[config.mk]
export PLATFORM = sky130hd
export DESIGN_NAME = btn_debounce
export DESIGN_NICKNAME = d
export VERILOG_FILES = /design/src/rtl/btn_debounce.sv
export SDC_FILE = /design/constraint.sdc
export NUM_CORES = 1
export LEC_CHECK = 0
export ABC_AREA = 1
export BUFFER_PORTS_ARGS = -buffer_cell sky130_fd_sc_hd__buf_2
export CAP_MARGIN = 0
export CORE_MARGIN = 5
export CORE_UTILIZATION = 30
export CTS_CLUSTER_DIAMETER = 30
export CTS_CLUSTER_SIZE = 14
export DETAILED_ROUTE_END_ITERATION = 10
export GPL_ROUTABILITY_DRIVEN = 1
export PLACE_DENSITY = 0.45
export SYNTH_ARGS = -nofsm -noshare
export SYNTH_HDL_FRONTEND = slang
export SYNTH_SLANG_ARGS = --single-unit
[constraint.sdc]
create_clock -name clk -period 4.1 [get_ports clk]
set_input_delay 0.615 -clock clk [delete_from_list [all_inputs] [get_ports clk]]
set_output_delay 0.615 -clock clk [all_outputs]
set_load 0.05 [all_outputs]
[src/rtl/btn_debounce.sv]
// Debounces one asynchronous push-button into a clean level plus one-cycle press/release strobes.
// Latency: DEBOUNCE_CYCLES+2 clk cycles from the first edge sampling a new raw level to the output change.
// Backpressure: none; strobes are fire-and-forget single-cycle pulses.
module btn_debounce #(
    parameter int DEBOUNCE_CYCLES = 1000000,
    parameter int CNT_W           = 20
) (
    input  logic clk,
    input  logic rst,
    input  logic btn_raw,
    output logic btn_level,
    output logic press_pulse,
    output logic release_pulse
);

    typedef enum logic [1:0] {
        IDLE,
        PRESS_WAIT,
        PRESSED,
        RELEASE_WAIT
    } state_t;

    localparam logic [CNT_W-1:0] CNT_LAST = CNT_W'(DEBOUNCE_CYCLES - 1);

    logic             s1;
    logic             s;
    logic [CNT_W-1:0] cnt;
    state_t           state;

    // Two-flop synchronizer; only s is ever looked at by the state machine.
    always_ff @(posedge clk) begin
        if (rst) begin
            s1 <= 1'b0;
            s  <= 1'b0;
        end else begin
            s1 <= btn_raw;
            s  <= s1;
        end
    end

    always_ff @(posedge clk) begin
        if (rst) begin
            state         <= IDLE;
            cnt           <= '0;
            btn_level     <= 1'b0;
            press_pulse   <= 1'b0;
            release_pulse <= 1'b0;
        end else begin
            press_pulse   <= 1'b0;
            release_pulse <= 1'b0;
            case (state)
                IDLE: begin
                    btn_level <= 1'b0;
                    if (s) begin
                        state <= PRESS_WAIT;
                        cnt   <= '0;
                    end
                end
                PRESS_WAIT: begin
                    if (!s) begin
                        state <= IDLE;
                    end else if (cnt == CNT_LAST) begin
                        state       <= PRESSED;
                        btn_level   <= 1'b1;
                        press_pulse <= 1'b1;
                    end else begin
                        cnt <= cnt + 1'b1;
                    end
                end
                PRESSED: begin
                    btn_level <= 1'b1;
                    if (!s) begin
                        state <= RELEASE_WAIT;
                        cnt   <= '0;
                    end
                end
                RELEASE_WAIT: begin
                    // A bounce back to 1 returns to PRESSED without touching the level.
                    if (s) begin
                        state <= PRESSED;
                    end else if (cnt == CNT_LAST) begin
                        state         <= IDLE;
                        btn_level     <= 1'b0;
                        release_pulse <= 1'b1;
                    end else begin
                        cnt <= cnt + 1'b1;
                    end
                end
                default: begin
                    state     <= IDLE;
                    btn_level <= 1'b0;
                end
            endcase
        end
    end

endmodule

## Word level (Yosys, flattened, before mapping)

Cells that the tools add are included.

| storage, ports and cells | value |
|---|---|
| bits in registers | 27 |
| latch bits | 0 |
| bits in writable memories | 0 |
| bits in read-only memories | 0 |
| output and inout port bits | 3 |
| memories | 0 |

| operators by class | value |
|---|---|
| $add $sub $neg | 1 |
| multiply operators | 0 |
| div/mod/pow operators | 0 |
| magnitude comparators | 0 |
| equality and inequality tests | 12 |
| shifts and indexed selects | 0 |
| multiplexer cells | 19 |
| bitwise logic cells | 3 |
| reductions and logical operators | 6 |

Operators with widths:

| kind | count |
|---|---|
| 20-bit two-way mux | 5 |
| 20-bit case mux with 4 select lines | 1 |
| 20-bit by 1-bit adder with 20-bit output, second input constant | 1 |
| 20-bit equality test, second input constant | 1 |
| 2-bit two-way mux | 6 |
| 2-bit != test, second input constant | 6 |
| 4-bit AND reduction | 3 |
| 2-bit case mux with 4 select lines | 1 |
| 3-bit != test, second input constant | 2 |
| 3-bit OR reduction | 2 |
| 1-bit two-way mux | 5 |
| 2-bit equality test, second input constant | 2 |
| 1-bit case mux with 4 select lines | 1 |
| 1-bit NOT | 3 |
| 2-bit by 1-bit equality test with 1-bit output, second input constant | 1 |
| 2-bit zero test | 1 |

## Logic depth before layout (Yosys ltp)

Gate-level depths: netlist of run 1.

| depth | value |
|---|---|
| depth after elaboration | 4 |
| mapped depth | 11 |

## Least setup slack after synthesis of run 1

No wires, ideal clock.

| timing path | value |
|---|---|
| kind | register -> register |
| start | register with a tool-made name |
| end | register cnt[10] |
| setup time | 0.113 ns |
| arrival | 1.400 ns |
| data required time | 3.987 ns |
| path slack | 2.587 ns |
| cell stages (with the launch flop) | 10 |
| buffers on the path | 1 |
| cells stage by stage | dfxtp_1 inv_1 ha_1 nor2_2 inv_2 nand3_4 buf_6 nand3_1 nor2_1 nor2_1 |

RTL lines:

| item | RTL line | text |
|---|---|---|
| end signal, assigned | 67 | `cnt <= cnt + 1'b1;` |
| end signal, assigned | 86 | `cnt <= cnt + 1'b1;` |
| end, declared | 27 | `logic [CNT_W-1:0] cnt;` |

==> flow_summary.toml, run 1 <==
[run_status]
outcome = "finished clean"

[yosys]
synth-edff-count = 0
synth_nets = 270
synth_cells = 262
async_flop_share = 0
avgSynthCellArea_um2 = 6.52
synth-main-ff-cell = "dfxtp_1"
syn-cell-area_um2 = 1710
ys_seq_area_frac = 0.316
ys_ff_latch = 27
synth.lib_cells_used.distinct = 26
ys.warnings.count = 0

[sta]
finalMaxSlewViolations = 0
clock_skew_ps = 5.69
period_needed_ps = 1940
slew_headroom = 0.704
setup-violations-final = 0
rsz0062_at_grt = "no"
finalHoldWorstSlack_ps = 413
tightestPinTransition_ps = 444
post-route-period-util = 0.472
timing.fmax_ghz = 0.517
final.setup.tns_ps = 0
finalHoldViolations = 0

[layout]
drive_gt1_frac = 0.132
syn_to_final_growth_pct = 7.18
fillerInstances = 614
nNetsFinal = 275
n_antenna_cell = 0

[grt]
grt.total_usage = 0.115
grt_pass1_wl_um = 6840
grt_overflow = 0
antenna_found_initial = 0
grt_start_max_net_pins = 17
grt_pass1_vias = 1444

[critical_path]
r2r_end = "cnt[7]"
crit_path_max_fanout = 12
cp-start-kind = "flop"
worstPathCellList = "inv_1 -> ha_1 -> nor2_2 -> inv_2 -> nand3_4 -> nand2_4 -> inv_2 -> nand2_1 -> a21oi_2"
cpMostUsedCell = "inv_2"
rrSetupSlack_ps = 2160
crit_arrival_ps = 2160
cp.required_ps = 4320
crit_type = "reg -> reg"
end_kind = "flop"
worstSetupEndpoint = "cnt[7]"
critPathMaxStageDelay_ps = 380
slowest_stage = "dfxtp_1"
worstRegToRegCells = 9

[placement]
io_buffers = 5
dpl.hpwl_um = 2970
gp_congestion = 0.786

[routing]
firstDrtPassIters = 4
viasPerCell = 4.38
wl_per_cell_um = 11.5
ant_nets = 0
drc_errors = 0
drtIter0Drc = 61
totalWireLength_um = 3880
vias = 1480

[power_and_ir_drop]
switchingPower_w = 0.000308
p_leak_nw = 0.695
pwr-share-seq = 0.407
intPower_w = 0.000413
power_switching_share = 0.427
power_frac_clock = 0.222
ir_worst_vdd_v = 0.000166
pwr-share-comb = 0.371
power_density_nw_per_um2 = 394

[cts]
cts_repair_resize_count = 0
clk_path_buf_depth = 2
htree_num_levels = 1
clkLatencyLatePin_ps = 280
postCtsSetupBuffers = 0
cts_sinks = 27
cts-root-buf = "clkbuf_8"
cts_buffers = 3
clk_pin_slew_ps = 100
hold_buffers = 0
cts_tree = "done"

[floorplanning]
ios = 6
coreArea_um2 = 5510
die_w_um = 85.5
die_y_um = 85.5
die_area_um2 = 7300
rows = 27
initial_utilization = 0.310

[min_path]
hold_path.class = "reg -> reg"

[job]
maxCapViolations = 0
-- logic make-up after synthesis --
family                     after synthesis  share of synthesized area
and+or+nand+nor                        167                      0.445
buffers and inverters                   38                     0.0967
DFF                                     27                      0.316
AOI/OAI and AO/OA                       18                     0.0696
xor gates and xnor gates                 7                     0.0359
adders and majority gates                5                     0.0366
-- layout by cell type, fill, tap and decap left out, types with 3 or more instances in the layout --
cell type and instances:
nand2_1 71, inv_2 4, clkbuf_8 3, nor2_1 48, xor2_1 7, nand2_2 4, nor2_4 3, inv_1 29
nand3_1 22, a21oi_2 7, a21oi_1 7, ha_1 5, nand4_1 8, dfxtp_1 27, buf_2 5
-- area by class of cell --
type | instances | area, µm² | area share
clock buffer | 3 | 41.3 | 0.0226
timing repair buffer | 5 | 25.0 | 0.0137
clock inverter | 1 | 7.51 | 0.00410
inverter | 33 | 124 | 0.0677
sequential | 27 | 541 | 0.295
multi-input combinational | 197 | 1000 | 0.548
tap | 72 | 90.1 | 0.0492
-- metrics by stage --
step	cell area, µm²	total power, W	instances	utilization	setup slack, ps
floorplan	1710	0.000534	262	-	2590
global placement	1780	0.000571	334	0.324	2170
detailed placement	1780	0.000567	334	0.324	2160
CTS	1830	0.000732	338	0.332	2150
global route	1830	0.000778	338	0.332	1930
finish	1830	0.000721	338	0.332	2160
-- worst min path at each step --
| stage | startpoint | cells past startpoint | endpoint |
|---|---|---|---|
| finish | s1 | 2 | s |
| global route | s1 | 2 | s |
| CTS | s1 | 2 | s |
| detailed placement | s1 | 2 | s |
| global placement | s1 | 2 | s |
| floorplan | s1 | 2 | s |
-- synth_stat cells, types with 2 or more instances --
master / n / area, µm²
a21oi_1: 7 / 35.0
nor3_1: 2 / 10.0
nor2_2: 2 / 12.5
buf_6: 3 / 33.8
inv_1: 29 / 109
clkbuf_1: 2 / 7.51
a21oi_2: 7 / 61.3
ha_1: 5 / 62.6
dfxtp_1: 27 / 541
nor2_4: 3 / 33.8
nand3_1: 22 / 110
nand4_1: 8 / 50.1
o21ai_0: 2 / 10.0
nor2_1: 48 / 180
nand2_2: 4 / 25.0
nand3_2: 2 / 20.0
nand2_1: 71 / 267
inv_2: 4 / 15.0
xor2_1: 7 / 61.3
-- registers in the layout, indices dropped and copies added, names as in the netlist, named ones only --
register and count:
s1 1, state 1, btn_level 1, press_pulse 1, cnt 20, s 1, release_pulse 1
-- critical path: cells and delay by family, from the launching register on --
kind | cells | cell delay (ps)
AOI/OAI and AO/OA | 1 | 100
adders and majority gates | 1 | 220
buffers and inverters | 3 | 430
DFF | 1 | 380
and+or+nand+nor | 4 | 740
-- power groups by stage --
| stage | sequential (W) | clock, W | combinational, W |
|---|---|---|---|
| final | 0.000293 | 0.000160 | 0.000268 |
| after global routing | 0.000296 | 0.000180 | 0.000302 |
| after CTS | 0.000293 | 0.000170 | 0.000269 |
| after detailed placement | 0.000299 | 0 | 0.000268 |
| after global placement | 0.000299 | 0 | 0.000272 |
| after floorplan | 0.000311 | 0 | 0.000223 |
-- per-layer routing --
metal  global-route usage  routed length, µm  vias up
met3               0.0146                 91        2
met5                    0                  0        -
li1                     -                  -      827
met4               0.0302                 29        0
met2                0.186               1770        8
met1                0.160               1990      643
(Power assumes the default switching activity.)
==> run 2, diff against run 1 <==
--- a/config.mk
+++ b/config.mk
@@ -14,7 +14,7 @@
 export CTS_CLUSTER_SIZE = 14
 export DETAILED_ROUTE_END_ITERATION = 10
 export GPL_ROUTABILITY_DRIVEN = 1
-export PLACE_DENSITY = 0.45
+export PLACE_DENSITY = 0.46
 export SYNTH_ARGS = -nofsm -noshare
 export SYNTH_HDL_FRONTEND = slang
 export SYNTH_SLANG_ARGS = --single-unit
==> constraint.sdc (replaced) <==
create_clock -name clk -period 1.7 [get_ports clk]
set_input_delay 0.255 -clock clk [delete_from_list [all_inputs] [get_ports clk]]
set_output_delay 0.255 -clock clk [all_outputs]
set_load 0.05 [all_outputs]
==> flow_summary.toml, run 2 (synthesis results as in run 1) <==
[cts]
clk_pin_slew_ps = 110
clkLatencyLatePin_ps = 280
cts_buffers = 3
htree_num_levels = 1
cts_sinks = 27
hold_buffers = 0
cts-root-buf = "clkbuf_8"
clk_path_buf_depth = 2
cts_tree = "done"

[critical_path]
critPathMaxStageDelay_ps = 390
cp-start-kind = "flop"
cp.required_ps = 1930
crit_path_max_fanout = 7
crit_type = "reg -> reg"
slowest_stage = "dfxtp_4"
cpMostUsedCell = "nand2_1"
end_kind = "flop"
worstPathCellList = "inv_1 -> ha_1 -> nand2_1 -> nand2_2 -> nor2_4 -> buf_4 -> nand3_1 -> nand2_1 -> nand2_1 -> a21oi_2"
crit_arrival_ps = 1820

[sta]
finalMaxSlewViolations = 0
period_needed_ps = 1590
tightestPinTransition_ps = 296
finalHoldViolations = 0
post-route-period-util = 0.933
timing.fmax_ghz = 0.630
rsz0062_at_grt = "yes"
slew_headroom = 0.802
setup-violations-final = 0
clock_skew_ps = 5.24

[grt]
grt_start_max_net_pins = 17
antenna_found_initial = 0
grt_pass1_vias = 1400
grt_overflow = 0
grt_pass1_wl_um = 6800
grt.total_usage = 0.116

[placement]
io_buffers = 5
dpl.hpwl_um = 3060
gp_congestion = 0.817

[floorplanning]
rows = 27
die_y_um = 85.5
die_w_um = 85.5
initial_utilization = 0.310
ios = 6
die_area_um2 = 7300
coreArea_um2 = 5510

[job]
maxCapViolations = 0

[run_status]
outcome = "finished clean"

[layout]
mostFrequentLayoutCell = "nand2_1"
syn_to_final_growth_pct = 15.7
nNetsFinal = 289
n_antenna_cell = 0
fin_util = 0.359
layout_common_cells = "71 x nand2_1, 47 x nor2_1, 29 x inv_1"
largest_reg_flops = 20
drive_gt1_frac = 0.196
largest_register = "cnt"

[power_and_ir_drop]
power_density_nw_per_um2 = 995
power_w = 0.00197
ir_worst_vdd_v = 0.000341
p_leak_nw = 0.768

[routing]
firstDrtPassIters = 4
viasPerCell = 4.48
wl_per_cell_um = 11.6
vias = 1576
drtIter0Drc = 80
totalWireLength_um = 4080
drc_errors = 0
ant_nets = 0

[min_path]
hold_path.class = "in -> reg"
-- run 2: changes by cell type in the layout (fill, tap and decap cells not counted), sizes merged --
| cell | before | now |
|---|---|---|
| buf | 5 | 18 |
| nand2 | 76 | 77 |
-- run 2: path summary, 6_finish.rpt --
path / from / to / slack, ps / cells past startpoint
setup / recovery: state[0] / cnt[0] / 110 / 10
hold / removal: btn_raw / s1 / 170 / 3
setup reg to reg: state[0] / cnt[0] / 110 / 10
hold reg to reg: s1 / s / 410 / 2
-- run 2: where the power goes --
group          total [W]  switching, W  internal [W]
logic           0.000854      0.000565      0.000290
registers       0.000711     0.0000334      0.000678
clock network   0.000400      0.000233      0.000167
-- run 2: what timing repair did --
item,4_1_cts,5_1_grt
gates cloned,0,1
endpoints found under the setup margin,7,20
resized for setup,2,9
setup buffers,0,2
endpoints found under the hold margin,0,0
pin swaps,1,2
-- run 2: per-layer routing --
metal	track usage	wire length [µm]	vias to the layer above
met2	0.183	1740	14
met1	0.163	2200	701
met4	0.0302	41	0
li1	-	-	857
met3	0.0175	96	4
met5	0	0	-
-- run 2: critical path, delay by kind of cell, from the launching register on --
kind	cells	cell delay [ps]
flip-flops	1	390
buffers and inverters	2	250
AO/OA/AOI/OAI	1	90
AND/OR/NAND/NOR	6	600
adder cells (fa/ha/maj)	1	200
-- run 2: cell type report --
type / instances / area [µm²]
Fill cell: 602 / 3530
Multi-Input combinational cell: 198 / 1020
Sequential cell: 27 / 547
Timing Repair Buffer: 18 / 139
Inverter: 33 / 129
Tap cell: 72 / 90.1
Clock buffer: 3 / 41.3
Clock inverter: 1 / 7.51
-- run 2: per-stage QoR --
stage | instances | hold slack, ps | TNS (ps) | worst slack, ps | instance area, µm²
2_1_floorplan | 262 | 362 | 0 | 187 | 1710
3_3_place_gp | 345 | 402 | 0 | 26.2 | 1880
3_5_place_dp | 345 | 402 | -16.5 | -6.35 | 1880
4_1_cts | 349 | 166 | 0 | 33.3 | 1930
5_1_grt | 352 | 179 | -16.1 | -11.9 | 1980
6_report | 352 | 168 | 0 | 114 | 1980
==> run 3, diff against run 2 <==
--- a/config.mk
+++ b/config.mk
@@ -9,12 +9,12 @@
 export BUFFER_PORTS_ARGS = -buffer_cell sky130_fd_sc_hd__buf_2
 export CAP_MARGIN = 0
 export CORE_MARGIN = 5
-export CORE_UTILIZATION = 30
+export CORE_UTILIZATION = 52
 export CTS_CLUSTER_DIAMETER = 30
 export CTS_CLUSTER_SIZE = 14
 export DETAILED_ROUTE_END_ITERATION = 10
 export GPL_ROUTABILITY_DRIVEN = 1
-export PLACE_DENSITY = 0.46
+export PLACE_DENSITY = 0.71
 export SYNTH_ARGS = -nofsm -noshare
 export SYNTH_HDL_FRONTEND = slang
 export SYNTH_SLANG_ARGS = --single-unit
==> flow_summary.toml, run 3 (synthesis results as in run 1) <==
[job]
maxCapViolations = 0

[sta]
finalMaxSlewViolations = 0
timing.fmax_ghz = 0.650
setup-violations-final = 0
tightestPinTransition_ps = 274
finalHoldViolations = 0
post-route-period-util = 0.905
rsz0062_at_grt = "no"
period_needed_ps = 1540
clock_skew_ps = 2.73
final.setup.tns_ps = 0
slew_headroom = 0.817

[layout]
drive_gt1_frac = 0.172
fin_cells = 317
largest_reg_flops = 20
nNetsFinal = 282
layout_common_cells = "71 x nand2_1, 47 x nor2_1, 29 x inv_1"
largest_register = "cnt"
n_antenna_cell = 0
mostFrequentLayoutCell = "nand2_1"
syn_to_final_growth_pct = 8.94

[critical_path]
crit_arrival_ps = 1820
path_depth = 10
critPathMaxStageDelay_ps = 400
crit_type = "reg -> reg"
r2r-start = "state[0]"
crit_path_max_fanout = 10
end_kind = "flop"
slowest_stage = "dfxtp_4"
rrSetupSlack_ps = 160
cp-start-kind = "flop"
path_buf_inv = 2
cp_top_family = "simple AND/OR/NAND/NOR gates"
cpMostUsedCell = "nand2_1"
worstRegToRegCells = 10
worstPathCellList = "inv_1 -> ha_1 -> nand2_1 -> nand2_2 -> nor2_4 -> buf_4 -> nand3_1 -> nand2_1 -> nand2_1 -> nor2_1"
cp.required_ps = 1980
worstSetupStartpoint = "state[0]"

[grt]
grt_overflow = 0
use_met3 = 0.0349
antenna_found_initial = 0
grtUsageMet2 = 0.275
grt.total_usage = 0.178
grt_start_max_net_pins = 16
grtUsageMet1 = 0.254
top_usage_layer = "met2"
grt_pass1_vias = 1403
grt_pass1_wl_um = 6250

[cts]
cts_tree = "done"
clkLatencyLatePin_ps = 330
htree_num_levels = 1
clk_path_buf_depth = 2
cts_buffers = 3
cts_sinks = 27
postCtsSetupBuffers = 0
hold_buffers = 0
clk_pin_slew_ps = 130
cts-root-buf = "clkbuf_4"
cts_repair_resize_count = 0

[power_and_ir_drop]
power_frac_clock = 0.160
pwr-share-seq = 0.410
p_leak_nw = 0.724
pwr-share-comb = 0.430
ir_worst_vdd_v = 0.000571
power_switching_share = 0.418
power_density_nw_per_um2 = 932
intPower_w = 0.00101
switchingPower_w = 0.000725

[min_path]
hold_start = "btn_raw"
whs_path_depth = 3
hold_path.class = "in -> reg"

[routing]
firstDrtPassIters = 4
drtIter0Drc = 75
viasPerCell = 4.81
vias = 1525
totalWireLength_um = 3440
wl_per_cell_um = 10.9
ant_nets = 0
drc_errors = 0

[floorplanning]
ios = 6
die_w_um = 67.3
rows = 20
initial_utilization = 0.550
die_area_um2 = 4530
die_y_um = 67.3
coreArea_um2 = 3100

[run_status]
outcome = "finished clean"

[placement]
io_buffers = 5
dpl.hpwl_um = 2650
gp_congestion = 0.859
placedCellCount = 313
-- run 3: layout make-up --
| type | instances | area, µm² |
|---|---|---|
| Timing Repair Buffer | 12 | 77.6 |
| Sequential cell | 27 | 547 |
| Inverter | 33 | 126 |
| Clock buffer | 4 | 26.3 |
| Tap cell | 44 | 55.1 |
| Multi-Input combinational cell | 197 | 1030 |
| Fill cell | 324 | 1240 |
-- run 3: power groups by stage --
stage / sequential [W] / clock [W] / combinational (W)
after CTS: 0.000703 / 0.000298 / 0.000721
after detailed placement: 0.000717 / 0 / 0.000719
final: 0.000711 / 0.000277 / 0.000745
after global placement: 0.000718 / 0 / 0.000720
after global routing: 0.000718 / 0.000322 / 0.000855
after floorplan: 0.000751 / 0 / 0.000537
-- run 3: final timing paths --
| path | to |
|---|---|
| hold / removal | s1 |
| setup reg to reg | cnt[18] |
| hold reg to reg | s |
| setup / recovery | cnt[18] |
-- run 3: stage by stage --
step | hold slack [ps] | area, µm² | setup WS [ps] | util | power (W)
finish | 122 | 1860 | 162 | 0.600 | 0.00173
CTS | 105 | 1830 | 65.0 | 0.588 | 0.00172
floorplan | 362 | 1710 | 187 | - | 0.00129
detailed placement | 399 | 1800 | 89.7 | 0.580 | 0.00144
global placement | 401 | 1800 | 105 | 0.580 | 0.00144
global route | 106 | 1860 | 7.85 | 0.600 | 0.00189
-- run 3: worst reg2reg max path: stages (launching register included) --
cell     delay [ps]
dfxtp_4         400
inv_1            60
ha_1            210
nand2_1          80
nand2_2          80
nor2_4          160
buf_4           190
nand3_1         120
nand2_1          80
nand2_1          50
nor2_1           70
-- run 3: layer usage --
metal	routed length [µm]	up-vias
met5	0	-
met3	138	5
met1	1840	655
met4	31	0
met2	1430	24
li1	-	841
